`config.mk`:
```
export PLATFORM = sky130hd
export DESIGN_NAME = mem_stall_ctrl
export DESIGN_NICKNAME = d
export VERILOG_FILES = /design/src/rtl/lc3b_types.sv /design/src/rtl/stall_cycle_counter.sv /design/src/rtl/mem_stall_ctrl.sv
export SDC_FILE = /design/constraint.sdc
export NUM_CORES = 1
export LEC_CHECK = 0
export CAP_MARGIN = 20
export CORE_UTILIZATION = 33
export CTS_BUF_LIST = sky130_fd_sc_hd__clkbuf_4 sky130_fd_sc_hd__clkbuf_8
export DETAILED_ROUTE_END_ITERATION = 12
export PLACE_DENSITY = 0.79
export SLEW_MARGIN = 20
export SYNTH_ARGS = -nofsm -noshare
export SYNTH_HDL_FRONTEND = slang
export SYNTH_SLANG_ARGS = --single-unit
```
`constraint.sdc`:
```
create_clock -name clk -period 1.04 [get_ports clk]
set_input_delay 0.104 -clock clk [delete_from_list [all_inputs] [get_ports clk]]
set_output_delay 0.104 -clock clk [all_outputs]
set_load 0.02 [all_outputs]
```
`src/rtl/lc3b_types.sv`:
```
// Shared LC-3b types: machine word, line address and the memory-stall controller state.
package lc3b_types;

  typedef logic [15:0] lc3b_word;
  typedef logic [11:0] lc3b_wb_adr;

  typedef enum logic [1:0] {
    S_IDLE,
    S_IND,
    S_FINAL
  } mem_stall_state_t;

  localparam int STALL_CNT_W = 32;

  // Clamp a requested indirection depth to what the controller was built for.
  function automatic int unsigned sat_level(input int unsigned level,
                                            input int unsigned max_level);
    return (level > max_level) ? max_level : level;
  endfunction

endpackage

```
`src/rtl/stall_cycle_counter.sv`:
```
// Saturating count of pipeline-stall cycles; only built when STALL_PERF_CNT_EN is defined.
module stall_cycle_counter #(
  parameter int W = 32
) (
  input  logic         clk,
  input  logic         rst,
  input  logic         inc,
  output logic [W-1:0] count
);

  always_ff @(posedge clk) begin
    if (rst)
      count <= '0;
    else if (inc && (count != '1))
      count <= count + W'(1);
  end

endmodule

```
`src/rtl/mem_stall_ctrl.sv`:
```
// MEM-stage stall controller: walks LDI/STI pointer chains and freezes the pipeline meanwhile.
// Optional stall-cycle counter port when STALL_PERF_CNT_EN is defined.
module mem_stall_ctrl
  import lc3b_types::*;
#(
  parameter  int ADDR_W   = 16,
  parameter  int OFFSET_W = 4,
  parameter  int MAX_IND  = 1,
  localparam int LINE_W   = ADDR_W - OFFSET_W,
  localparam int LVL_W    = $clog2(MAX_IND + 1)
) (
  input  logic                clk,
  input  logic                rst,
  input  logic                mem_read_in,
  input  logic                mem_write_in,
  input  logic [LINE_W-1:0]   mem_address_in,
  input  logic [OFFSET_W-1:0] line_offset_in,
  input  logic [LVL_W-1:0]    ind_level,
  input  logic                ind_write,
  input  logic                flushed,
  input  logic                mem_resp,
  input  logic                ifetch_resp,
  input  logic [ADDR_W-1:0]   mem_rdata,
  output logic                stall_pipeline,
  output logic                mem_read,
  output logic                mem_write,
  output logic [LINE_W-1:0]   mem_address,
  output logic [OFFSET_W-1:0] line_offset_out,
  output logic                busy
`ifdef STALL_PERF_CNT_EN
  ,
  output logic [STALL_CNT_W-1:0] stall_cycles
`endif
);

  mem_stall_state_t  state;
  logic [ADDR_W-1:0] ptr;
  logic [LVL_W-1:0]  lvl;
  logic              flush_seen;
  logic [LVL_W-1:0]  eff_level;
  logic              ind_start;
  logic              flush_now;

  assign eff_level = LVL_W'(sat_level(32'(ind_level), MAX_IND));
  assign ind_start = (state == S_IDLE) && (eff_level != '0) && !flushed;
  // A flush pulse may arrive mid-access and be gone by the time mem_resp shows up.
  assign flush_now = flushed | flush_seen;

  always_comb begin
    mem_read        = mem_read_in;
    mem_write       = mem_write_in & ~mem_read_in;
    mem_address     = mem_address_in;
    line_offset_out = line_offset_in;
    stall_pipeline  = ((mem_read_in | mem_write_in) & ~mem_resp) | ~ifetch_resp;
    busy            = (state != S_IDLE);
    case (state)
      S_IDLE: begin
        if (ind_start) begin
          mem_read       = 1'b1;
          mem_write      = 1'b0;
          stall_pipeline = 1'b1;
        end
      end
      S_IND: begin
        mem_read        = 1'b1;
        mem_write       = 1'b0;
        mem_address     = ptr[ADDR_W-1:OFFSET_W];
        line_offset_out = ptr[OFFSET_W-1:0];
        stall_pipeline  = 1'b1;
      end
      S_FINAL: begin
        mem_read        = ~ind_write;
        mem_write       = ind_write;
        mem_address     = ptr[ADDR_W-1:OFFSET_W];
        line_offset_out = ptr[OFFSET_W-1:0];
        stall_pipeline  = ~mem_resp;
      end
      default: begin
        mem_read  = 1'b0;
        mem_write = 1'b0;
      end
    endcase
  end

  // lvl counts the pointer reads still outstanding after the current one.
  always_ff @(posedge clk) begin
    if (rst) begin
      state      <= S_IDLE;
      ptr        <= '0;
      lvl        <= '0;
      flush_seen <= 1'b0;
    end else begin
      case (state)
        S_IDLE: begin
          flush_seen <= 1'b0;
          if (ind_start && mem_resp) begin
            ptr   <= mem_rdata;
            lvl   <= eff_level - LVL_W'(1);
            state <= (eff_level > LVL_W'(1)) ? S_IND : S_FINAL;
          end
        end
        S_IND: begin
          if (flushed)
            flush_seen <= 1'b1;
          if (mem_resp) begin
            ptr <= mem_rdata;
            lvl <= lvl - LVL_W'(1);
            if (flush_now)
              state <= S_IDLE;
            else if (lvl == LVL_W'(1))
              state <= S_FINAL;
          end
        end
        S_FINAL: begin
          if (flushed)
            flush_seen <= 1'b1;
          if (mem_resp)
            state <= S_IDLE;
        end
        default: state <= S_IDLE;
      endcase
    end
  end

`ifdef STALL_PERF_CNT_EN
  stall_cycle_counter #(
    .W(STALL_CNT_W)
  ) u_stall_cnt (
    .clk  (clk),
    .rst  (rst),
    .inc  (stall_pipeline),
    .count(stall_cycles)
  );
`endif

endmodule

```
==> impl_metrics.json, run 1 <==
{
  "drt_iter0_drc": 1,
  "antenna_left": 0,
  "pwr-share-comb_pct": 33.8,
  "reg2reg_depth": 5,
  "max_freq_mhz": 715,
  "final_area_um2": 1720,
  "syn_nets": 141,
  "pwr-share-clk_pct": 23.2,
  "p_sw_share_pct": 27.0,
  "routed_via_density": 4.93,
  "grt_max_degree": 18,
  "p_switching_uw": 430,
  "routed_wirelength_um": 2710,
  "r2r-end": "ptr[14]",
  "place_congestion": 0.652,
  "holdPathEnd": "ptr[4]",
  "cp_max_fo": 11,
  "syn_to_final_growth_pct": 91.6,
  "max-cap-violations": 0,
  "vias": 986,
  "min_path_type": "primary input to register",
  "report.final.slew_viol_count": 0,
  "clock_latency_ps": 280,
  "r2r_setup_slack_ps": -290,
  "coreArea_um2": 2520,
  "synth-warning-count": 0,
  "synthCells": 100,
  "setup_viol": 36,
  "place_hpwl_um": 2000,
  "ys_ff_latch": 17,
  "cts_buffers": 3,
  "synth_top_area_share_pct": 37.9,
  "fin_total_pwr_mw": 1.59,
  "placed_cell_area_um2": 1630,
  "r2r-start": "state[1]",
  "final_common_cell": "clkdlybuf4s50_1",
  "rows": 18,
  "die_h_um": 54.2,
  "synth-seq-area-share_pct": 37.9,
  "violations": "setup timing",
  "drive_gt1_share_pct": 50.0,
  "ys_types": 20,
  "cts_tree": "yes",
  "hold_violations": 0,
  "grt_pass1_wl_um": 4150,
  "p_int_mw": 1.16,
  "post-route-min-period_ps": 1400,
  "ys_top_cells_by_area": "dfxtp_1, mux2_2, nand2_1",
  "syn_avg_cell_area_um2": 8.98,
  "wl_per_cell_um": 13.5,
  "antennaDiodeCount": 0,
  "h-tree-depth": 1,
  "power_per_cell_area_nw_per_um2": 926,
  "cp.arrival_ps": 1290,
  "relSlewSlack_pct": 79.6,
  "final_nets": 212,
  "critical_path_class": "register to output pin",
  "hold_start": "mem_rdata[4]",
  "period_share_pct": 135,
  "die_area_um2": 2930,
  "cp-start-kind": "register",
  "dr.pass1.iters": 2,
  "seq_power_share_pct": 43.0,
  "clk_pin_slew_worst_paths_ps": 100,
  "finClkSkew_ps": 4.24,
  "worst_pin_slew_ps": 305,
  "ioPinCount": 61,
  "grt_use_total_pct": 20.2,
  "portBuffers": 60,
  "cts_num_sinks": 17,
  "die_x_um": 54.2,
  "final_cell_mix": "clkdlybuf4s50_1, nand2_1, dfxtp_1",
  "cp-end-kind": "output pin",
  "synth_top_cell_by_area": "dfxtp_1",
  "holdPathStages": 3,
  "grt_pass1_vias": 993,
  "clk_path_buf_depth": 2,
  "status": "complete, but fails checks",
  "drc": 0,
  "total_leakage_power_nw": 0.664,
  "rsz0062_at_grt": "yes",
  "initial_utilization_pct": 35.6,
  "worst_slack_ps": -359,
  "grt_overflow": 0,
  "antenna_found_initial": 0,
  "vdd_drop_max_uv": 608,
  "cp_data_required_time_ps": 940,
  "cts_root_buf": "clkbuf_4",
  "syn_area_um2": 898
}
==> critical path: stages (launching register included) <==
cell	delay, ps
dfxtp_4	390
buf_12	140
mux2_2	330
buf_2	160
==> routing by layer <==
layer	share of wire, %	up-vias	track usage, %
met1	37	467	18.8
met2	57	37	42.5
li1	-	480	-
met5	0	-	0
met3	5.7	2	3.11
met4	0.44	0	7.26
==> power groups by stage <==
stage	logic (mW)	registers [mW]	clock network [mW]
floorplan	0.228	0.697	0
CTS	0.528	0.684	0.384
detailed placement	0.518	0.710	0
global placement	0.506	0.709	0
finish	0.540	0.685	0.370
global route	0.572	0.688	0.410
==> cell type report <==
| cell class | instances | area (um2) |
|---|---|---|
| inverters | 1 | 3.75 |
| multi-input cells | 74 | 616 |
| clock buffers | 4 | 30.0 |
| flip-flops and latches | 17 | 344 |
| well taps | 30 | 37.5 |
| repair buffers | 74 | 691 |
| fillers | 209 | 801 |
==> worst max-delay path by stage <==
stage                   from              to  slack [ps]
global placement     flushed       mem_write        -730
detailed placement   flushed       mem_write        -850
finish              state[1]  mem_address[5]        -360
CTS                 state[1]  mem_address[5]        -370
floorplan           state[1]          ptr[0]         -90
global route        state[1]       mem_write        -410
==> cells in the mapped netlist (all sizes together) <==
master,instances
nor4bb,1
nand4bb,1
inv,1
nand2,32
a21oi,18
a21boi,1
a22o,1
nand2b,1
nor3,1
a211oi,1
buf,7
o22ai,1
dfxtp,17
clkbuf,1
mux2,16
==> cell families after synthesis <==
family | after synthesis | synth area share [%]
and+or+nand+nor | 36 | 17.8
AOI/OAI and AO/OA | 22 | 17.5
DFF | 17 | 37.9
muxes | 16 | 20.1
buffers and inverters | 9 | 6.68
==> state kept, by name (all words and copies together) (netlist names) <==
| register | flops |
|---|---|
| state | 1 |
| ptr | 16 |
==> metrics by stage <==
step | setup WS, ps | util (%) | hold WS (ps) | cells | TNS, ps
after floorplan | -88.9 | - | 240 | 100 | -1220
after global placement | -728 | 64.7 | 445 | 192 | -18260
after detailed placement | -850 | 64.7 | 451 | 192 | -19480
after CTS | -369 | 67.0 | 361 | 200 | -10910
after global routing | -414 | 68.3 | 383 | 200 | -12330
final | -359 | 68.3 | 373 | 200 | -10680
==> what timing repair did <==
item	CTS	global route
setup buffers	3	0
gates resized for setup	101	9
pin swaps	2	0
gates cloned	1	0
setup endpoints to repair	37	37
hold buffers	0	0
(Power assumes the default switching activity.)
==> inputs of run 2 (changes only) <==
--- a/config.mk
+++ b/config.mk
@@ -6,6 +6,7 @@
 export NUM_CORES = 1
 export LEC_CHECK = 0
 export CAP_MARGIN = 20
+export CORE_ASPECT_RATIO = 1.1
 export CORE_UTILIZATION = 33
 export CTS_BUF_LIST = sky130_fd_sc_hd__clkbuf_4 sky130_fd_sc_hd__clkbuf_8
 export DETAILED_ROUTE_END_ITERATION = 12
==> impl_metrics.json, run 2 (synthesis results as in run 1) <==
{
  "cts_root_buf": "clkbuf_4",
  "multi_input_area_um2": 607,
  "cp_data_required_time_ps": 940,
  "place_congestion": 0.680,
  "die_x_um": 51.7,
  "critical_path_class": "register to output pin",
  "min_path_type": "primary input to register",
  "max-cap-violations": 0,
  "dr.pass1.iters": 3,
  "setup_viol": 37,
  "grt_pass1_vias": 996,
  "cts_hold_buf": 0,
  "final_nets": 213,
  "clk_pin_slew_worst_paths_ps": 100,
  "fin_util_pct": 69.0,
  "hold_violations": 0,
  "place_inst": 192,
  "status": "complete, but fails checks",
  "area.sequential_um2": 344,
  "rows": 19,
  "routed_wirelength_um": 2590,
  "clk_path_buf_depth": 2,
  "worst_slack_ps": -384,
  "wl_per_cell_um": 12.8,
  "grt_max_degree": 18,
  "grt_pass1_wl_um": 3980,
  "vias": 969,
  "cp.arrival_ps": 1320,
  "die_h_um": 56.7,
  "fillers": 205,
  "period_share_pct": 137,
  "power_per_cell_area_nw_per_um2": 906,
  "violations": "setup timing",
  "place_hpwl_um": 1770,
  "largest_reg_flops": 16,
  "layout.cells.non_filler": 202,
  "final_cell_mix": "clkdlybuf4s50_1, nand2_1, dfxtp_1",
  "initial_utilization_pct": 35.3,
  "rsz0062_at_grt": "yes",
  "grt_use_total_pct": 17.7,
  "ioPinCount": 61,
  "drt_iter0_drc": 9,
  "relSlewSlack_pct": 73.9,
  "cp_max_fo": 9,
  "top_register": "ptr",
  "vdd_drop_max_uv": 686,
  "report.final.slew_viol_count": 0,
  "antenna_found_initial": 0,
  "die_area_um2": 2930,
  "tns_ps": -12340,
  "worst_pin_slew_ps": 388,
  "total_leakage_power_nw": 0.671,
  "antenna_left": 0,
  "cts_num_sinks": 17,
  "coreArea_um2": 2540,
  "grt_overflow": 0,
  "post-route-min-period_ps": 1420,
  "routed_via_density": 4.80,
  "cts_buffers": 3,
  "h-tree-depth": 1,
  "antennaDiodeCount": 0,
  "cp-end-kind": "output pin",
  "drc": 0,
  "cts_tree": "yes",
  "finClkSkew_ps": 4.24,
  "clock_latency_ps": 280,
  "cp-start-kind": "register",
  "max_freq_mhz": 702,
  "final_common_cell": "clkdlybuf4s50_1",
  "syn_to_final_growth_pct": 95.4,
  "reg.largest.list": "ptr x16, state x1",
  "portBuffers": 60,
  "drive_gt1_share_pct": 49.7
}
==> run 2: cell count changes in the layout (fill, tap and decap cells not counted), sizes merged <==
cell / previous run / this run
inv: 1 / 2
dlygate4sd2: 1 / 0
clkdlybuf4s50: 39 / 40
==> run 2: metal layers <==
layer / vias to the layer above / wire length [um] / track usage, %
met3: 2 / 205 / 5.42
li1: 479 / - / -
met2: 41 / 1360 / 33.0
met4: 0 / 13 / 4.25
met1: 447 / 1010 / 18.6
met5: - / 0 / 0
==> run 2: stage by stage <==
| step | setup WS, ps | cell area, um2 | hold WS, ps | power [mW] |
|---|---|---|---|---|
| floorplan | -88.9 | 956 | 240 | 0.925 |
| global placement | -737 | 1630 | 444 | 1.21 |
| detailed placement | -762 | 1630 | 450 | 1.22 |
| CTS | -365 | 1660 | 352 | 1.56 |
| global route | -438 | 1760 | 358 | 1.66 |
| finish | -384 | 1760 | 365 | 1.59 |
==> run 2: final cells by class <==
class                           count  area share (%)
Sequential cell                    17            19.6
Timing Repair Buffer               75            41.8
Clock inverter                      1           0.356
Clock buffer                        3            1.28
Tap cell                           31            2.21
Multi-Input combinational cell     74            34.6
Inverter                            1           0.214
==> run 2: power breakdown <==
group / switching [mW] / total [mW] / internal [mW]
Combinational: 0.219 / 0.548 / 0.329
Clock: 0.208 / 0.356 / 0.148
Sequential: 0.0146 / 0.686 / 0.671
==> run 2: worst paths after layout <==
kind | depth (start not counted) | endpoint | slack (ps) | from
max | 3 | mem_address[2] | -380 | state[1]
min | 3 | ptr[2] | 370 | mem_rdata[2]
max reg2reg | 6 | ptr[13] | -350 | state[1]
min reg2reg | 2 | ptr[4] | 470 | ptr[4]
==> run 2: repair_timing <==
item                                    4_1_cts  5_1_grt
setup buffers                                 4        1
pin swaps                                     1        1
gates cloned                                  0        1
resized for setup                            94       17
endpoints found under the setup margin       37       37
==> run 2: worst max-delay path, stage by stage (launching register included) <==
cell and delay [ps]:
dfxtp_4 420, buf_12 140, mux2_2 330, buf_2 160
